===== config.mk =====
export PLATFORM = sky130hd
export DESIGN_NAME = decode_ctrl_stage
export DESIGN_NICKNAME = d
export VERILOG_FILES = /design/src/rtl/ctrl_pkg.sv /design/src/rtl/instr_decoder.sv /design/src/rtl/decode_ctrl_stage.sv
export SDC_FILE = /design/constraint.sdc
export NUM_CORES = 1
export LEC_CHECK = 0
export BUFFER_PORTS_ARGS = -buffer_cell sky130_fd_sc_hd__buf_2
export CAP_MARGIN = 20
export CORE_ASPECT_RATIO = 0.6
export CORE_MARGIN = 3
export CORE_UTILIZATION = 50
export DETAILED_ROUTE_END_ITERATION = 7
export PLACE_DENSITY = 0.77
export SYNTH_ARGS = -nofsm -noshare
export SYNTH_HDL_FRONTEND = slang
export SYNTH_HIERARCHICAL = 1
export SYNTH_SLANG_ARGS = --single-unit

===== constraint.sdc =====
create_clock -name clk -period 3.4 [get_ports clk]
set_input_delay 0.34 -clock clk [delete_from_list [all_inputs] [get_ports clk]]
set_output_delay 0.34 -clock clk [all_outputs]
set_load 0.005 [all_outputs]

===== src/rtl/ctrl_pkg.sv =====
// ============================================================
// ctrl_pkg: RV32I opcodes, ALU/result encodings and the ID/EX control bundle
// Revision: 1.0
// ============================================================
`default_nettype none

package ctrl_pkg;

  localparam int unsigned c_ALU_W = 4;

  localparam logic [6:0] c_OPC_OP     = 7'h33;
  localparam logic [6:0] c_OPC_OP_IMM = 7'h13;
  localparam logic [6:0] c_OPC_LOAD   = 7'h03;
  localparam logic [6:0] c_OPC_STORE  = 7'h23;
  localparam logic [6:0] c_OPC_BRANCH = 7'h63;
  localparam logic [6:0] c_OPC_JAL    = 7'h6F;
  localparam logic [6:0] c_OPC_JALR   = 7'h67;
  localparam logic [6:0] c_OPC_LUI    = 7'h37;
  localparam logic [6:0] c_OPC_AUIPC  = 7'h17;

  typedef enum logic [c_ALU_W-1:0] {
    ALU_ADD    = 4'd0,
    ALU_SUB    = 4'd1,
    ALU_AND    = 4'd2,
    ALU_OR     = 4'd3,
    ALU_XOR    = 4'd4,
    ALU_SLT    = 4'd5,
    ALU_SLTU   = 4'd6,
    ALU_SLL    = 4'd7,
    ALU_SRL    = 4'd8,
    ALU_SRA    = 4'd9,
    ALU_PASS_B = 4'd10
  } alu_op_e;

  typedef enum logic [1:0] {
    RES_ALU = 2'd0,
    RES_MEM = 2'd1,
    RES_PC4 = 2'd2
  } result_src_e;

  typedef struct packed {
    alu_op_e     alu_ctrl;
    logic        alu_src;
    logic        alu_a_pc;
    result_src_e result_src;
    logic        reg_write;
    logic        mem_write;
    logic        mem_read;
    logic [2:0]  mem_size;
    logic        branch;
    logic        jump;
    logic        jalr;
    logic [2:0]  branch_cond;
    logic        illegal;
  } ctrl_t;

  // alt selects SUB/SRA; callers mask it for encodings where it must be ignored
  function automatic alu_op_e alu_from_funct3(input logic [2:0] f3, input logic alt);
    case (f3)
      3'b000:  return alt ? ALU_SUB : ALU_ADD;
      3'b001:  return ALU_SLL;
      3'b010:  return ALU_SLT;
      3'b011:  return ALU_SLTU;
      3'b100:  return ALU_XOR;
      3'b101:  return alt ? ALU_SRA : ALU_SRL;
      3'b110:  return ALU_OR;
      default: return ALU_AND;
    endcase
  endfunction

endpackage

`default_nettype wire


===== src/rtl/instr_decoder.sv =====
// ============================================================
// instr_decoder: combinational RV32I word -> control bundle, immediate, indices
// Revision: 1.0
// ============================================================
`default_nettype none

module instr_decoder
  import ctrl_pkg::*;
#(
  parameter int XLEN = 32
) (
  input  logic [31:0]     instr_i,
  output ctrl_t           ctrl_o,
  output logic [XLEN-1:0] imm_o,
  output logic [4:0]      rs1_o,
  output logic [4:0]      rs2_o,
  output logic [4:0]      rd_o,
  output logic            uses_rs1_o,
  output logic            uses_rs2_o
);

  logic [6:0]  opc;
  logic [2:0]  f3;
  logic        alt;
  logic [31:0] imm32;

  assign opc   = instr_i[6:0];
  assign f3    = instr_i[14:12];
  assign alt   = instr_i[30];
  assign rd_o  = instr_i[11:7];
  assign rs1_o = instr_i[19:15];
  assign rs2_o = instr_i[24:20];
  assign imm_o = XLEN'($signed(imm32));

  always_comb begin
    ctrl_o     = '0;
    imm32      = '0;
    uses_rs1_o = 1'b1;
    uses_rs2_o = 1'b0;
    case (opc)
      c_OPC_OP: begin
        ctrl_o.alu_ctrl  = alu_from_funct3(f3, alt);
        ctrl_o.reg_write = 1'b1;
        uses_rs2_o       = 1'b1;
      end
      c_OPC_OP_IMM: begin
        ctrl_o.alu_ctrl  = alu_from_funct3(f3, alt & (f3 == 3'b101));
        ctrl_o.alu_src   = 1'b1;
        ctrl_o.reg_write = 1'b1;
        imm32            = {{20{instr_i[31]}}, instr_i[31:20]};
      end
      c_OPC_LOAD: begin
        ctrl_o.alu_src    = 1'b1;
        ctrl_o.result_src = RES_MEM;
        ctrl_o.reg_write  = 1'b1;
        ctrl_o.mem_read   = 1'b1;
        ctrl_o.mem_size   = f3;
        imm32             = {{20{instr_i[31]}}, instr_i[31:20]};
      end
      c_OPC_STORE: begin
        ctrl_o.alu_src   = 1'b1;
        ctrl_o.mem_write = 1'b1;
        ctrl_o.mem_size  = f3;
        uses_rs2_o       = 1'b1;
        imm32            = {{20{instr_i[31]}}, instr_i[31:25], instr_i[11:7]};
      end
      c_OPC_BRANCH: begin
        uses_rs2_o = 1'b1;
        if (f3[2:1] == 2'b01) begin
          ctrl_o.illegal = 1'b1;
        end else begin
          ctrl_o.alu_ctrl    = ALU_SUB;
          ctrl_o.branch      = 1'b1;
          ctrl_o.branch_cond = f3;
          imm32 = {{19{instr_i[31]}}, instr_i[31], instr_i[7], instr_i[30:25],
                   instr_i[11:8], 1'b0};
        end
      end
      c_OPC_JAL: begin
        uses_rs1_o        = 1'b0;
        ctrl_o.alu_src    = 1'b1;
        ctrl_o.alu_a_pc   = 1'b1;
        ctrl_o.result_src = RES_PC4;
        ctrl_o.reg_write  = 1'b1;
        ctrl_o.jump       = 1'b1;
        imm32 = {{11{instr_i[31]}}, instr_i[31], instr_i[19:12], instr_i[20],
                 instr_i[30:21], 1'b0};
      end
      c_OPC_JALR: begin
        ctrl_o.alu_src    = 1'b1;
        ctrl_o.result_src = RES_PC4;
        ctrl_o.reg_write  = 1'b1;
        ctrl_o.jump       = 1'b1;
        ctrl_o.jalr       = 1'b1;
        imm32             = {{20{instr_i[31]}}, instr_i[31:20]};
      end
      c_OPC_LUI: begin
        uses_rs1_o       = 1'b0;
        ctrl_o.alu_ctrl  = ALU_PASS_B;
        ctrl_o.alu_src   = 1'b1;
        ctrl_o.reg_write = 1'b1;
        imm32            = {instr_i[31:12], 12'b0};
      end
      c_OPC_AUIPC: begin
        uses_rs1_o       = 1'b0;
        ctrl_o.alu_src   = 1'b1;
        ctrl_o.alu_a_pc  = 1'b1;
        ctrl_o.reg_write = 1'b1;
        imm32            = {instr_i[31:12], 12'b0};
      end
      default: begin
        ctrl_o.illegal = 1'b1;
      end
    endcase
    // x0 is hardwired; never let a write to it leave the stage
    if (instr_i[11:7] == 5'd0) ctrl_o.reg_write = 1'b0;
  end

endmodule

`default_nettype wire


===== src/rtl/decode_ctrl_stage.sv =====
// ============================================================
// decode_ctrl_stage: ID/EX pipeline register with valid/ready, load-use bubbles, flush
// Revision: 1.0
// ============================================================
`default_nettype none

module decode_ctrl_stage
  import ctrl_pkg::*;
#(
  parameter int XLEN           = 32,
  parameter int ALUCTRL_W      = 4,
  parameter int LOAD_USE_STALL = 1
) (
  input  logic                 clk,
  input  logic                 rst,
  input  logic                 id_valid,
  input  logic [31:0]          id_instr,
  input  logic [XLEN-1:0]      id_pc,
  output logic                 id_ready,
  input  logic                 flush,
  input  logic                 ex_ready,
  output logic                 ex_valid,
  output logic [XLEN-1:0]      ex_pc,
  output logic [XLEN-1:0]      ex_imm,
  output logic [4:0]           ex_rs1,
  output logic [4:0]           ex_rs2,
  output logic [4:0]           ex_rd,
  output logic [ALUCTRL_W-1:0] ex_alu_ctrl,
  output logic                 ex_alu_src,
  output logic                 ex_alu_a_pc,
  output logic [1:0]           ex_result_src,
  output logic                 ex_reg_write,
  output logic                 ex_mem_write,
  output logic                 ex_mem_read,
  output logic [2:0]           ex_mem_size,
  output logic                 ex_branch,
  output logic                 ex_jump,
  output logic                 ex_jalr,
  output logic [2:0]           ex_branch_cond,
  output logic                 ex_illegal,
  output logic                 hazard_stall
);

  ctrl_t           dec_ctrl;
  logic [XLEN-1:0] dec_imm;
  logic [4:0]      dec_rs1, dec_rs2, dec_rd;
  logic            dec_uses_rs1, dec_uses_rs2;

  instr_decoder #(.XLEN(XLEN)) u_dec (
    .instr_i    (id_instr),
    .ctrl_o     (dec_ctrl),
    .imm_o      (dec_imm),
    .rs1_o      (dec_rs1),
    .rs2_o      (dec_rs2),
    .rd_o       (dec_rd),
    .uses_rs1_o (dec_uses_rs1),
    .uses_rs2_o (dec_uses_rs2)
  );

  logic            valid_q, valid_d;
  ctrl_t           ctrl_q, ctrl_d;
  logic [XLEN-1:0] pc_q, pc_d, imm_q, imm_d;
  logic [4:0]      rs1_q, rs1_d, rs2_q, rs2_d, rd_q, rd_d;
  logic            advance, hazard;

  assign advance = !valid_q || ex_ready;

  // The load in EX has not produced data yet; a dependent word must wait one cycle
  assign hazard = (LOAD_USE_STALL != 0) && valid_q && ctrl_q.mem_read && (rd_q != 5'd0)
                  && id_valid
                  && ((dec_uses_rs1 && (dec_rs1 == rd_q)) || (dec_uses_rs2 && (dec_rs2 == rd_q)));

  assign id_ready     = flush || (advance && !hazard);
  assign hazard_stall = hazard && advance && !flush;

  always_comb begin
    valid_d = valid_q;
    ctrl_d  = ctrl_q;
    pc_d    = pc_q;
    imm_d   = imm_q;
    rs1_d   = rs1_q;
    rs2_d   = rs2_q;
    rd_d    = rd_q;
    if (flush) begin
      valid_d = 1'b0;
    end else if (advance) begin
      if (hazard) begin
        valid_d = 1'b0;
      end else begin
        valid_d = id_valid;
        ctrl_d  = dec_ctrl;
        pc_d    = id_pc;
        imm_d   = dec_imm;
        rs1_d   = dec_rs1;
        rs2_d   = dec_rs2;
        rd_d    = dec_rd;
      end
    end
  end

  always_ff @(posedge clk or posedge rst) begin
    if (rst) begin
      valid_q <= 1'b0;
      ctrl_q  <= '0;
      pc_q    <= '0;
      imm_q   <= '0;
      rs1_q   <= '0;
      rs2_q   <= '0;
      rd_q    <= '0;
    end else begin
      valid_q <= valid_d;
      ctrl_q  <= ctrl_d;
      pc_q    <= pc_d;
      imm_q   <= imm_d;
      rs1_q   <= rs1_d;
      rs2_q   <= rs2_d;
      rd_q    <= rd_d;
    end
  end

  assign ex_valid       = valid_q;
  assign ex_pc          = pc_q;
  assign ex_imm         = imm_q;
  assign ex_rs1         = rs1_q;
  assign ex_rs2         = rs2_q;
  assign ex_rd          = rd_q;
  assign ex_alu_ctrl    = ALUCTRL_W'(ctrl_q.alu_ctrl);
  assign ex_alu_src     = ctrl_q.alu_src;
  assign ex_alu_a_pc    = ctrl_q.alu_a_pc;
  assign ex_result_src  = ctrl_q.result_src;
  assign ex_reg_write   = ctrl_q.reg_write;
  assign ex_mem_write   = ctrl_q.mem_write;
  assign ex_mem_read    = ctrl_q.mem_read;
  assign ex_mem_size    = ctrl_q.mem_size;
  assign ex_branch      = ctrl_q.branch;
  assign ex_jump        = ctrl_q.jump;
  assign ex_jalr        = ctrl_q.jalr;
  assign ex_branch_cond = ctrl_q.branch_cond;
  assign ex_illegal     = ctrl_q.illegal;

endmodule

`default_nettype wire


# Word-level counts from Yosys, hierarchy flattened
# Index checks and enable logic that the tools add are counted.
# word_totals
ff_bits	101
out_inout_bits	103
# classes
n_eq_ne	18
n_mux	31
bitwise	3
reduce_logical	30
# ops
op	count
one-hot mux 32 bit (5 select lines)	1
one-hot mux 4 bit (7 select lines)	2
2-to-1 mux 32 bit	1
== test 7 x 6 -> 1 bit (second input constant)	3
== test 7 bit (second input constant)	3
2-to-1 mux 1 bit	21
one-hot mux 4 bit (4 select lines)	1
== test 7 x 5 -> 1 bit (second input constant)	2
OR reduction 7 bit	2
== test 5 bit	2
== test 3 bit (second input constant)	3
logical AND 1 bit	9
2-to-1 mux 3 bit	3
OR reduction 3 bit	3
OR reduction 2 bit	4
OR reduction 8 bit	1
== test 7 x 2 -> 1 bit (second input constant)	1
== test 3 x 2 -> 1 bit (second input constant)	2
logical NOT 5 bit	1
nonzero test 5 bit	1
one-hot mux 2 bit (2 select lines)	1
== test 3 x 1 -> 1 bit (second input constant)	1
logical NOT 1 bit	3
logical NOT 3 bit	1
other kinds (7)	10

# Depth between registers and ports, before layout
# logic_depth
ltp_word	9
depth_mapped	11
mapped_depth_nobuf	8

# Cells and area by module
# Netlist, hierarchy kept.
# modules_own_cells
mod	n_inst	cells_each	area_each_um2	seq_area_each_um2
decode_ctrl_stage	1	239	3953.8	2527.4
instr_decoder	1	134	948.4	0.0

# Least setup slack after synthesis
# No wires, ideal clock.
# synth_path
path_type	in2reg
startpoint	input id_instr[4]
endpoint	register pc_q[14] (netlist: ex_pc[14])
setup_ns	0.125
t_arrival_ns	2.241
slack_ns	1.034
path_stages	11
path_buffers	3
cell_sequence	buf_4 -> nand3b_4 -> nor2_1 -> a21o_2 -> buf_6 -> inv_1 -> nand2_1 -> o22ai_1 -> a21oi_4 -> buf_4 -> mux2_2
# synth_via
elab_chain_len	8
word_cells_on_any_way	16
classes_between	6 x eq/ne; 2 x mux; 1 x bitwise; 7 x reduce/logical
# synth_lines
element	line_no	rtl
from (decl)	decode_ctrl_stage.sv:17	input logic [31:0] id_instr,
== test 7 bit (tied with other cells)	instr_decoder.sv:40	case (opc)
OR reduction 3 bit (no source line) *	n/a	
2-to-1 mux 1 bit *	instr_decoder.sv:40	
via dec_uses_rs1	decode_ctrl_stage.sv:47	logic dec_uses_rs1, dec_uses_rs2;
logical AND 1 bit *	decode_ctrl_stage.sv:71	&& ((dec_uses_rs1 && (dec_rs1 == rd_q)) || (dec_uses_rs2 && (dec_rs2 == rd_q)));
logical OR 1 bit *	decode_ctrl_stage.sv:71	
logical AND 1 bit *	decode_ctrl_stage.sv:71	
NOT 1 bit (no source line) *	n/a	
AND reduction 3 bit (no source line) *	n/a	
to (signal assigned)	decode_ctrl_stage.sv:113	pc_q <= pc_d;
to (decl)	decode_ctrl_stage.sv:62	logic [XLEN-1:0] pc_q, pc_d, imm_q, imm_d;
# The timed path passes the listed nets; every way through them passes the cells marked *.
# A chain may end at the register's enable or synchronous reset.

# Worst setup path after layout
# layout_path
startpoint	input id_instr[2]
endpoint	output id_ready
# layout_via
elab_chain_len	9
word_cells_on_any_way	17
classes_between	6 x eq/ne; 2 x mux; 9 x reduce/logical
# layout_lines
element	line_no	rtl
== test 7 bit (tied with other cells)	instr_decoder.sv:40	
OR reduction 3 bit (no source line) *	n/a	
2-to-1 mux 1 bit *	instr_decoder.sv:40	
via dec_uses_rs1	decode_ctrl_stage.sv:47	
logical AND 1 bit *	decode_ctrl_stage.sv:71	
logical OR 1 bit *	decode_ctrl_stage.sv:71	
logical AND 1 bit *	decode_ctrl_stage.sv:71	
logical NOT 1 bit *	decode_ctrl_stage.sv:73	assign id_ready = flush || (advance && !hazard);
logical AND 1 bit *	decode_ctrl_stage.sv:73	
logical OR 1 bit *	decode_ctrl_stage.sv:73	
to (decl)	decode_ctrl_stage.sv:19	output logic id_ready,
# Marks and branches as above.

==> summary.txt <==
Outcome
  • Status: complete, no violations

Final layout
  • # diodes: 0
  • Most common cell after layout, fill and taps aside: buf_2
  • Final nets: 593
  • Share of cells above drive strength 1: 0.569
  • Fin util: 0.641
  • Fillers: 768
  • Most frequent cells in the layout: buf_2, dfrtp_1, mux2_2
  • Area grow syn2layout: 22.4%

Clock network
  • CTS Sinks: 101
  • Setup bufs post-CTS: 0
  • Root Buffer: clkbuf_16
  • CTS tree: built
  • Reg clk slew, reported paths: 0.07 ns
  • Clock Path Buffers: 2
  • Cts repair resizes: 0
  • Skew-Pair Late Insertion Delay: 0.33 ns
  • Hold_buf cts: 0
  • Max H-tree Level: 3
  • Inserted Clock Buffers: 9

Power and ir drop
  • Logic pwr share: 0.143
  • Clock power frac: 0.384
  • P_sw: 690 uW
  • Net Sw Frac: 0.243
  • Register share of total power: 0.473
  • Pwr Density: 472 nW/um^2
  • Peak supply drop: 0.395 mV
  • Pleak: 3.23 nW
  • Internal power: 2.14 mW

Synth
  • Share of synthesized registers carrying an async set or reset: 1.00
  • Syn Nets: 442
  • Post-Syn Area: 4900 um^2
  • Synth unique cells: 50
  • Syn. warnings: 6
  • Top-area cell type share of the netlist area: 0.516
  • Main flop type after synthesis: dfrtp_1
  • Yosys reg bits: 101
  • EDFF count, synth: 0
  • Dominant cell type by area after synthesis: dfrtp_1
  • Mean post-synth cell area: 13.1 um^2
  • Synth area leaders: dfrtp_1, mux2_2, buf_4
  • Sequential share of the synthesized area: 0.516
  • Cells after synthesis: 373

Timing
  • Layout Skew: 0.00619 ns
  • Setup TNS Final: 0 ns
  • Final Setup Violations: 0
  • Hold Fails Final Rpt: 0
  • Worst slew pin tran: 0.970 ns
  • Final worst path period share: 0.739
  • Final Max Slew Viols: 0
  • FMAX: 398 MHz
  • Slew HR: 0.353
  • RSZ-0062 raised after global routing: no
  • Crit path time final: 2.51 ns

Global route
  • Antenna violations before repair: 0
  • Largest net degree at the start of global routing: 74
  • Overall Global Routing Usage: 0.218
  • Remaining Overflow, GRT: 0
  • Vias in the first global route: 3466
  • First-pass GRT wire length: 18.7 mm

Route
  • DRC: 0
  • DR vias/cell: 5.25
  • TritonRoute pass-1 iters: 4
  • Drt total wl: 11.9 mm
  • Wire length per cell: 18.1 um
  • Drt first-iter violations: 135
  • Post-DRT Antenna Nets: 0
  • Via Count: 3461

Place
  • Gpl congestion: 0.936
  • PortBufs: 171
  • Hpwl dp: 8.82 mm

Setup path
  • Arr. time, crit path: 2.17 ns
  • Required @ worst endpoint: 3.06 ns
  • Flop2flop setup slack: 1.47 ns
  • Crit start category: input port
  • Setup CP Type: input port to output pin
  • Critical Path Fanout Max: 14
  • Critical Path End Type: output pin

Hold path
  • Hold/Removal Path Class: input port to asynchronous set/reset pin

Die
  • Cell Rows: 27
  • Number of I/O pins: 172
  • Die X: 134 um
  • Core ar.: 9360 um^2
  • Initial core utilization: 0.524
  • Die Ht: 82.7 um
  • Die area: 11100 um^2

Flow run
  • Maxcap violations: 0
[per-layer routing]
layer / global-route usage / up-vias / share of wire
met5: 0 / - / 0
met2: 0.324 / 155 / 0.43
li1: - / 1616 / -
met1: 0.305 / 1681 / 0.45
met4: 0.0493 / 0 / 0.0079
met3: 0.0835 / 9 / 0.11
[per-stage QoR]
stage | worst slack, ns | hold slack [ns] | area [um^2] | instances | power (mW)
after floorplan | 0.413 | 0.435 | 4900 | 373 | 1.60
after global placement | 0.697 | 0.461 | 5680 | 643 | 1.76
after detailed placement | 0.607 | 0.472 | 5680 | 643 | 1.78
after CTS | 0.909 | 0.161 | 6000 | 659 | 2.87
after global routing | 0.714 | 0.197 | 6000 | 659 | 2.98
final | 0.889 | 0.129 | 6000 | 659 | 2.83
[worst max-delay path, stage by stage]
cell	delay, ns
buf_2	0.24
nand3_2	0.16
nor4b_4	0.27
buf_4	0.24
a21o_2	0.23
inv_1	0.06
nand2_1	0.06
o22ai_1	0.12
nand2_1	0.18
a21o_1	0.15
buf_2	0.11
[state kept, by name, summed over array words and instances (netlist names)]
name and count:
ex_illegal 1, ex_mem_write 1, ex_rs2 5, ex_alu_ctrl 4, ex_mem_size 3, ex_jump 1
ex_reg_write 1, ex_branch_cond 3, ex_mem_read 1, ex_rs1 5, ex_pc 32, ex_valid 1
ex_branch 1, ex_imm 32, ex_alu_src 1, ex_jalr 1, ex_alu_a_pc 1, ex_result_src 2
ex_rd 5
[logic make-up after synthesis]
| kind of cell | share of synthesized area |
|---|---|
| compound gates | 0.0847 |
| xor+xnor | 0.0197 |
| simple gates | 0.0855 |
| buf+inv | 0.0628 |
| mux | 0.232 |
| flops | 0.516 |
[cell type report]
type,count,area (um^2),area share
sequential,101,2530,0.421
multi-input combinational,231,2070,0.344
timing repair buffer,176,906,0.151
clock buffer,10,229,0.0382
tap,130,163,0.0271
clock inverter,6,87.6,0.0146
inverter,5,21.3,0.00354
[cell usage after synthesis, types with 3 or more instances]
library cell and instances:
dfrtp_1 101, mux2_2 90, buf_4 22, a21o_1 15
nor2_1 14, and2_1 13, nand2_1 11, mux2_1 10
xnor2_1 10, buf_6 9, a21o_2 8, a21oi_1 5
a22o_1 5, inv_1 5, nor3_1 5, o21ai_0 5
nand2b_1 4, nand3_1 3
[power groups by stage]
stage | logic, mW | clock network [mW] | registers [mW]
2_1_floorplan | 0.237 | 0 | 1.37
3_3_place_gp | 0.400 | 0 | 1.36
3_5_place_dp | 0.412 | 0 | 1.36
4_1_cts | 0.412 | 1.11 | 1.34
5_1_grt | 0.447 | 1.18 | 1.35
6_report | 0.406 | 1.09 | 1.34
[path summary, 6_finish.rpt]
kind	startpoint	endpoint	cells past startpoint
max in group asynchronous	rst	ex_rs1[0]	3
worst min register to register	ex_pc[26]	ex_pc[26]	1
worst max-delay path	id_instr[2]	id_ready	11
min in group clk	id_pc[28]	ex_pc[28]	2
worst min-delay path	rst	ex_pc[1]	2
worst max register to register	ex_rd[0]	ex_alu_src	6
No activity file was read; power rests on OpenSTA's default activity.
